**config.mk**
```make
export PLATFORM = sky130hd
export DESIGN_NAME = mode_sequencer
export DESIGN_NICKNAME = d
export VERILOG_FILES = /design/src/rtl/mode_sequencer.sv
export SDC_FILE = /design/constraint.sdc
export NUM_CORES = 1
export LEC_CHECK = 0
export ABC_CLOCK_PERIOD_IN_PS = 7200
export CAP_MARGIN = 10
export CORE_ASPECT_RATIO = 2
export CORE_MARGIN = 5
export CORE_UTILIZATION = 60
export DETAILED_ROUTE_END_ITERATION = 8
export HOLD_SLACK_MARGIN = 0.03
export PLACE_DENSITY = 0.81
export SETUP_SLACK_MARGIN = 0.15
export SLEW_MARGIN = 5
export SYNTH_ARGS = -nofsm -noshare
export SYNTH_HDL_FRONTEND = slang
export SYNTH_SLANG_ARGS = --single-unit
```
**constraint.sdc**
```tcl
create_clock -name clk -period 7.2 [get_ports clk]
set_clock_uncertainty 0.15 [all_clocks]
set_input_delay 1.08 -clock clk [delete_from_list [all_inputs] [get_ports clk]]
set_output_delay 1.08 -clock clk [all_outputs]
set_load 0.01 [all_outputs]
```
**src/rtl/mode_sequencer.sv**
```systemverilog
// rtl/mode_sequencer.sv - button conditioning, mode register, set-time sequencing and 1 Hz tick enable
// Optional build macro MODE_LONGPRESS_EN: long mid press jumps to mode 0, short press advances on release.
module mode_sequencer #(
  parameter int unsigned CLK_HZ           = 100000000,
  parameter int unsigned DEBOUNCE_CYCLES  = 2500000,
  parameter int unsigned REPEAT_DELAY     = 50000000,
  parameter int unsigned REPEAT_RATE      = 10000000,
  parameter int unsigned NUM_MODES        = 4,
  parameter int unsigned LONGPRESS_CYCLES = 200000000
) (
  input  logic       clk,
  input  logic       rst,
  input  logic       button_mid,
  input  logic       button_l,
  input  logic       button_r,
  input  logic       button_up,
  input  logic       button_down,
  output logic [3:0] mode,
  output logic       nav_l,
  output logic       nav_r,
  output logic       inc,
  output logic       dec,
  output logic       set_lock,
  output logic       load_time,
  output logic       tick_1hz
);

  localparam int NB = 5;
  localparam int BM = 0;
  localparam int BL = 1;
  localparam int BR = 2;
  localparam int BU = 3;
  localparam int BD = 4;

  localparam logic [31:0] DB_LAST    = 32'(DEBOUNCE_CYCLES - 1);
  localparam logic [31:0] REP_LAST   = 32'(REPEAT_DELAY - 1);
  localparam logic [31:0] REP_RELOAD = 32'(REPEAT_DELAY - REPEAT_RATE);
  localparam logic [31:0] TICK_LAST  = 32'(CLK_HZ - 1);
  localparam logic [3:0]  MODE_LAST  = 4'(NUM_MODES - 1);

  logic [NB-1:0] w_raw;
  logic [NB-1:0] r_sync1;
  logic [NB-1:0] r_sync2;
  logic [NB-1:0] r_stable;
  logic [NB-1:0] r_stable_d;
  logic [31:0]   r_db_cnt [NB];
  logic [NB-1:0] w_rise;

  assign w_raw  = {button_down, button_up, button_r, button_l, button_mid};
  assign w_rise = r_stable & ~r_stable_d;

  always_ff @(posedge clk) begin
    if (rst) begin
      r_sync1    <= '0;
      r_sync2    <= '0;
      r_stable   <= '0;
      r_stable_d <= '0;
      for (int i = 0; i < NB; i++) r_db_cnt[i] <= '0;
    end else begin
      r_sync1    <= w_raw;
      r_sync2    <= r_sync1;
      r_stable_d <= r_stable;
      for (int i = 0; i < NB; i++) begin
        if (r_sync2[i] == r_stable[i]) begin
          r_db_cnt[i] <= '0;
        end else if (r_db_cnt[i] == DB_LAST) begin
          r_db_cnt[i] <= '0;
          r_stable[i] <= ~r_stable[i];
        end else begin
          r_db_cnt[i] <= r_db_cnt[i] + 32'd1;
        end
      end
    end
  end

  // Hold counters count from the press-pulse cycle; reloading keeps the repeat cadence without a modulo.
  logic        w_both;
  logic        w_run_up;
  logic        w_run_dn;
  logic        w_rep_up;
  logic        w_rep_dn;
  logic [31:0] r_hold_up;
  logic [31:0] r_hold_dn;

  assign w_both   = r_stable[BU] & r_stable[BD];
  assign w_run_up = r_stable[BU] & r_stable_d[BU] & ~w_both;
  assign w_run_dn = r_stable[BD] & r_stable_d[BD] & ~w_both;
  assign w_rep_up = w_run_up && (r_hold_up == REP_LAST);
  assign w_rep_dn = w_run_dn && (r_hold_dn == REP_LAST);

  always_ff @(posedge clk) begin
    if (rst || !w_run_up)  r_hold_up <= '0;
    else if (w_rep_up)     r_hold_up <= REP_RELOAD;
    else                   r_hold_up <= r_hold_up + 32'd1;
  end

  always_ff @(posedge clk) begin
    if (rst || !w_run_dn)  r_hold_dn <= '0;
    else if (w_rep_dn)     r_hold_dn <= REP_RELOAD;
    else                   r_hold_dn <= r_hold_dn + 32'd1;
  end

  logic w_adv;
  logic w_jump;

`ifdef MODE_LONGPRESS_EN
  localparam logic [31:0] LP_LAST = 32'(LONGPRESS_CYCLES - 1);
  logic [31:0] r_lp_cnt;
  logic        r_lp_fired;
  logic        w_fall_mid;

  assign w_fall_mid = ~r_stable[BM] & r_stable_d[BM];
  assign w_jump     = r_stable[BM] & ~r_lp_fired & (r_lp_cnt == LP_LAST);
  // A press that already triggered the long-press jump must not also advance on release.
  assign w_adv      = w_fall_mid & ~r_lp_fired;

  always_ff @(posedge clk) begin
    if (rst || !r_stable[BM]) begin
      r_lp_cnt   <= '0;
      r_lp_fired <= 1'b0;
    end else if (w_jump) begin
      r_lp_fired <= 1'b1;
    end else if (!r_lp_fired) begin
      r_lp_cnt <= r_lp_cnt + 32'd1;
    end
  end
`else
  assign w_adv  = w_rise[BM];
  assign w_jump = 1'b0;
`endif

  logic r_l_p;
  logic r_r_p;
  logic r_up_p;
  logic r_dn_p;
  logic r_adv_p;
  logic r_jump_p;

  always_ff @(posedge clk) begin
    if (rst) begin
      r_l_p    <= 1'b0;
      r_r_p    <= 1'b0;
      r_up_p   <= 1'b0;
      r_dn_p   <= 1'b0;
      r_adv_p  <= 1'b0;
      r_jump_p <= 1'b0;
    end else begin
      r_l_p    <= w_rise[BL];
      r_r_p    <= w_rise[BR];
      r_up_p   <= ~w_both & (w_rise[BU] | w_rep_up);
      r_dn_p   <= ~w_both & (w_rise[BD] | w_rep_dn);
      r_adv_p  <= w_adv;
      r_jump_p <= w_jump;
    end
  end

  logic [3:0] r_mode;
  logic [3:0] w_mode_next;
  logic       r_load;

  assign w_mode_next = (r_mode == MODE_LAST) ? 4'd0 : r_mode + 4'd1;

  always_ff @(posedge clk) begin
    if (rst) begin
      r_mode <= 4'd1;
      r_load <= 1'b0;
    end else begin
      r_load <= 1'b0;
      if (r_jump_p) begin
        r_mode <= 4'd0;
      end else if (r_adv_p) begin
        r_mode <= w_mode_next;
        r_load <= (r_mode == 4'd0) && (w_mode_next == 4'd1);
      end
    end
  end

  logic        w_lock;
  logic [31:0] r_pre_cnt;
  logic        r_tick;

  assign w_lock = (r_mode == 4'd0);

  // Held at 0 while editing so the first tick lands a full period after load_time.
  always_ff @(posedge clk) begin
    if (rst || w_lock) begin
      r_pre_cnt <= '0;
      r_tick    <= 1'b0;
    end else if (r_pre_cnt == TICK_LAST) begin
      r_pre_cnt <= '0;
      r_tick    <= 1'b1;
    end else begin
      r_pre_cnt <= r_pre_cnt + 32'd1;
      r_tick    <= 1'b0;
    end
  end

  logic w_mid_evt;
  assign w_mid_evt = r_adv_p | r_jump_p;

  assign mode      = r_mode;
  assign set_lock  = w_lock;
  assign load_time = r_load;
  assign nav_l     = r_l_p  & ~w_mid_evt;
  assign nav_r     = r_r_p  & ~w_mid_evt;
  assign inc       = r_up_p & ~w_mid_evt;
  assign dec       = r_dn_p & ~w_mid_evt;
  assign tick_1hz  = r_tick & ~w_lock;

endmodule

```
# ---- Word-level counts from Yosys, hierarchy flattened
# Memories as Yosys holds them, arrays and structs flattened.
# Index checks and enable logic that the tools add are counted.
dict set report word_totals {
  in_bits 7
  ramBits 160
  memories 1
  output_inout_bits 11
  register_bits 127
  wordCells 184
}
# name words width rd rd_ports_with_merged_regs write_ports line_no
set memory_table {}
lappend memory_table {r_db_cnt 5 32 5 0 5 46} ;# logic [31:0] r_db_cnt [NB];
dict set report classes {
  n_bitwise 44
  reduce_logical 18
  n_addsub 9
  n_mux 76
  n_eq_ne 15
}
# op n
set ops {}
lappend ops {{2-to-1 mux 32 bit} 15}
lappend ops {{adder 32 x 1 -> 32 bit, second input constant} 8}
lappend ops {{== test 32 x 22 -> 1 bit, second input constant} 5}
lappend ops {{== test 32 x 26 -> 1 bit, second input constant} 2}
lappend ops {{2-to-1 mux 1 bit} 58}
lappend ops {{2-to-1 mux 26 bit} 2}
lappend ops {{== test 32 x 27 -> 1 bit, second input constant} 1}
lappend ops {{bitwise OR 1 bit} 17}
lappend ops {{NOT 1 bit} 13}
lappend ops {{AND 1 bit} 12}
lappend ops {{AND reduction 2 bit} 5}
lappend ops {{OR reduction 2 bit} 4}
lappend ops {{AND 5 bit} 1}
lappend ops {{== test 1 bit} 5}
lappend ops {{NOT 5 bit} 1}
lappend ops {{adder 4 x 1 -> 4 bit, second input constant} 1}
lappend ops {{== test 4 x 1 -> 1 bit, second input constant} 1}
lappend ops {{== test 4 x 2 -> 1 bit, second input constant} 1}
lappend ops {{logical NOT 4 bit} 1}
lappend ops {{2-to-1 mux 4 bit} 1}
lappend ops {{logical AND 1 bit} 3}
lappend ops {{logical OR 1 bit} 3}
lappend ops {{logical NOT 1 bit} 2}

# ---- Depth between registers and ports, before layout
# An unclocked memory read counts as a cell.
dict set report logic_depth {
  depth_word 8
  mapped_depth 9
  ltp_nobuf 6
}

# ---- Least setup slack after synthesis
# OpenSTA, ideal clock, no wires.
dict set report synth_timing {
  path_type {register to register}
  start {reg r_hold_up[0]}
  end {reg r_hold_up[31]}
  path_buffers 2
  required_time_ns 6.925
  t_arrival_ns 2.134
  path_stages_with_launch 9
  setup_time_ns 0.125
  synth_period_minus_slack_ns 2.409
  slack_ns 4.791
  path_cell_list {dfxtp_1 > ha_1 > and4_1 > buf_4 > or4b_4 > or4_4 > nand2b_4 > buf_6 > a21oi_1}
}
dict set report synth_via {
  elab_chain_len 3
  word_cells_on_any_way 4
  classes_between {add/sub: 1; eq/ne: 1; reduce/logical: 2}
}
# element line_no
set synth_lines {}
lappend synth_lines {{start: declaration} 82} ;# logic [31:0] r_hold_up;
lappend synth_lines {{start signal: assignment} 94} ;# else r_hold_up <= r_hold_up + 32'd1;
lappend synth_lines {{branches (longest 3 deep; another with adder 32 x 1 -> 32 bit)} n/a}
# Several ways; the timed one is not identified.
# A chain may end at the register's enable or synchronous reset.

# ---- Worst setup path in the final report
dict set report layout_timing {
  start {reg r_mode[0], in the netlist mode[0]}
  end {out tick_1hz}
}
dict set report layout_via {
  elab_chain_len 3
}
# element line_no
set layout_lines {}
lappend layout_lines {{start: declaration} 157} ;# logic [3:0] r_mode;
lappend layout_lines {{start signal: assignment} 172} ;# r_mode <= w_mode_next;
lappend layout_lines {{logical NOT 4 bit} 182} ;# assign w_lock = (r_mode == 4'd0);
lappend layout_lines {{NOT 1 bit} 208} ;# assign tick_1hz = r_tick & ~w_lock;
lappend layout_lines {{AND 1 bit} 208}
lappend layout_lines {{end: declaration} 25} ;# output logic tick_1hz
# Every way passes these cells.

==> metrics.md <==
| Metric | Value |
|---|---|
| Final wirelength | 29.00 mm |
| Final Net Count | 1684 |
| Post_cts resized | 0 |
| Worst setup path class | flip-flop to primary output |
| Crit share post-route | 45.90% |
| Row count | 80 |
| Crit. Startpoint | mode[0]$_SDFFE_PP1P_ |
| Clk slew on worst S/H paths | 0.07 ns |
| CP max FO | 6 |
| H-tree Lvls | 1 |
| DRC violation count after routing | 0 |
| FF+latch count, synth | 287 |
| Clock tree root driver cell | clkbuf_16 |
| IO Pins | 18 |
| Cts hold-fix bufs | 0 |
| Max Slew Vio Count | 0 |
| Setup TNS | 0 ns |
| Post-synthesis mux area share | 0.4113% |
| Largest net degree at the start of global routing | 36 |
| Worst setup SP type | flip-flop |
| Yosys warnings | 0 |
| Leakage | 5.370 nW |
| 1st-pass router iterations | 5 |
| TritonCTS Sinks | 287 |
| Core box area | 23920 um2 |
| Initial antenna violation count | 0 |
| Post-synth EDFFs | 160 |
| Main flop type after synthesis | edfxtp_1 |
| Hold Crit Class | flip-flop to flip-flop |
| DRT iter0 DRCs | 610 |
| Worst VDD drop | 0.2192 mV |
| Flop-to-flop setup slack | 4.00 ns |
| Critical Path Max Stage Delay | 0.55 ns |
| Register area share after synthesis | 50.32% |
| Syn avg cell area | 9.605 um2 |
| Grt ovf | 0 |
| Placed wire-length estimate | 20.30 mm |
| Arr. time, crit path | 2.07 ns |
| Antenna-violating nets left | 0 |
| Syn Inst Count | 1520 |
| Unrepaired setup endpoints after global routing | false |
| WL/cell | 14.71 um |
| Final non-filler cell total | 1971 |
| Compound-gate portion of the synthesized area | 2.974% |
| Xor/xnor cell area share of the yosys netlist | 12.96% |
| Area of the multi-input gates | 7467 um2 |
| Worst-case reg-to-reg path depth | 5 |
| Via-per-instance ratio | 5.687 |
| Layout cells sized above 1 | 3.860% |
| Sequential cell area | 7347 um2 |
| Pwr dens | 201.3 nW/um2 |
| Fillers | 1825 |
| Post-Synth Simple-Gate Area | 29.83% |
| First-pass GRT wire length | 50.66 mm |
| Vias in the first global route | 11428 |
| Worst path required time | 5.97 ns |
| Die H | 230.6 um |
| Overall Global Routing Usage | 21.35% |
| Worst-Margin Slew | 1.124 ns |
| F_max | 302.6 MHz |
| Number of diodes | 0 |
| Placed Cells incl. Taps | 1928 |
| CP Capture Type | primary output |
| FF-to-FF Start | r_db_cnt[3][9]$_SDFFCE_PN0P_ |
| Die Width | 120.3 um |
| Syn-to-layout area delta | 11.91% |
| Count of cell types in the netlist | 58 |
| Status | finished, final reports clean |
| Slowest CP cell | clkdlybuf4s50_1 |
| Critical Path Sink | tick_1hz |
| Post-synth design cell area | 14600 um2 |
| Port bufs | 17 |
| Postcts setup bufs | 0 |
| Synth area leaders | edfxtp_1 (33%), dfxtp_1 (17%), xnor2_1 (7.3%) |
| Yosys top cell by area | edfxtp_1 |
| Largest family of logic cells by synthesized area | simple AND/OR/NAND/NOR gates |
| Critical-path cell list | inv_1, ha_1, and2_1, nor2b_1, clkdlybuf4s50_1 |
| Capture point of the worst reg-to-reg path | r_db_cnt[3][7]$_SDFFCE_PN0P_ |
| Slew headroom | 25.05% |
| Max Cap Violations | 0 |
| Tmin final | 3.305 ns |
| Starting density of the core | 61.03% |
| Worst-Skew Late Latency | 0.53 ns |
| Post-synth ARST share | 0% |
| Post-synth top area share | 32.91% |
| Die ar. | 27740 um2 |
| GP Congestion | 0.8955 |
| Adder-Cell Fraction of Synth Area | 0.8570% |
| Final hold viol count | 0 |
| Count of final setup violators | 0 |
| Total number of vias | 11210 |
| CTS tree | done |
| Maximum clock path buffer count | 3 |
| Cts bufs inserted | 24 |
-- flip-flops by register name, indices dropped and copies added (netlist names) --
signal	cells
load_time	1
mode	4
r_adv_p	1
r_db_cnt	160
r_dn_p	1
r_hold_dn	32
r_hold_up	32
r_l_p	1
r_pre_cnt	32
r_r_p	1
r_stable	5
r_stable_d	5
r_sync1	5
r_sync2	5
r_tick	1
r_up_p	1
-- routing by layer --
layer | GRT usage (%) | vias to the layer above | share of wire [%]
met1 | 22.88 | 5335 | 38
met3 | 2.180 | 79 | 2.8
met2 | 41.70 | 249 | 56
li1 | - | 5547 | -
met5 | 0 | - | 0
met4 | 8.865 | 0 | 3.2
-- layout by cell type (no fill, tap or decap), drive strengths merged, types with 30 or more instances in the layout --
cell    netlist  final
a21oi        30     30
nand2        97     97
nand3        93     93
inv          37     38
nor4         53     53
xor2         95     95
dfxtp       127    127
nand4        80     80
nor2        270    270
and3         38     38
clkbuf       42     35
xnor2       121    121
edfxtp      160    160
nor3         45     45
conb          1    160
and4         31     31
-- where the power goes --
part	total, mW	switching (mW)	internal [mW]
combinational	0.0925	0.0543	0.0382
clock	1.38	0.589	0.787
sequential	1.82	0.0496	1.77
-- cells in the mapped netlist, types with 20 or more instances --
master and n:
nor4_1 50, inv_1 37, clkbuf_1 42, or3_1 20, nand2_1 97, nand4_1 80, a21oi_1 30, xnor2_1 121
nor2_1 270, xor2_1 95, and3_1 38, nor3_1 43, dfxtp_1 127, nor2b_1 28, and4_1 31, nand3_1 93
edfxtp_1 160
-- through the flow --
| stage | area (um2) | util, % | hold WS, ns | setup slack, ns | total power [mW] |
|---|---|---|---|---|---|
| after global placement | 15500 | 64.78 | 0.2208 | 3.777 | 1.940 |
| after floorplan | 15200 | - | 0.2174 | 4.791 | 1.916 |
| after detailed placement | 15500 | 64.78 | 0.2241 | 3.743 | 1.945 |
| after CTS | 16340 | 68.30 | 0.2337 | 3.853 | 3.318 |
| after global routing | 16340 | 68.30 | 0.2437 | 3.773 | 3.412 |
| final | 16340 | 68.30 | 0.2319 | 3.895 | 3.289 |
-- final cells by class --
type	count	area share (%)
clock buffer	35	4.763
sequential	287	44.97
tap	287	2.198
inverter	37	0.8500
clock inverter	8	0.3905
multi-input combinational	1298	45.70
timing repair buffer	19	1.133
-- how the worst min path moves through the flow --
stage | startpoint | end | slack [ns] | cells after the start
finish | r_stable_d[1]$_SDFF_PP0_ | r_l_p$_SDFF_PP0_ | 0.23 | 1
global route | r_stable_d[1]$_SDFF_PP0_ | r_l_p$_SDFF_PP0_ | 0.24 | 1
CTS | r_stable_d[1]$_SDFF_PP0_ | r_l_p$_SDFF_PP0_ | 0.23 | 1
detailed placement | r_stable_d[1]$_SDFF_PP0_ | r_l_p$_SDFF_PP0_ | 0.22 | 1
global placement | r_stable_d[1]$_SDFF_PP0_ | r_l_p$_SDFF_PP0_ | 0.22 | 1
floorplan | r_stable_d[0]$_SDFF_PP0_ | r_adv_p$_SDFF_PP0_ | 0.22 | 1
-- kinds of logic (layout without fill, tap and decap cells) --
family	count (synthesis)	in the layout
fa+ha+maj	10	10
simple gates	835	835
buf+inv	94	99
other cells	1	160
xor+xnor	216	216
mux	6	6
compound gates	71	71
flops	287	287
-- worst max-delay path: cells and delay by family, from the launching register on --
family,cells,cell delay [ns]
adders and majority gates,1,0.19
and+or+nand+nor,2,0.31
buffers and inverters,2,0.62
DFF,1,0.43
(Power assumes the default switching activity.)
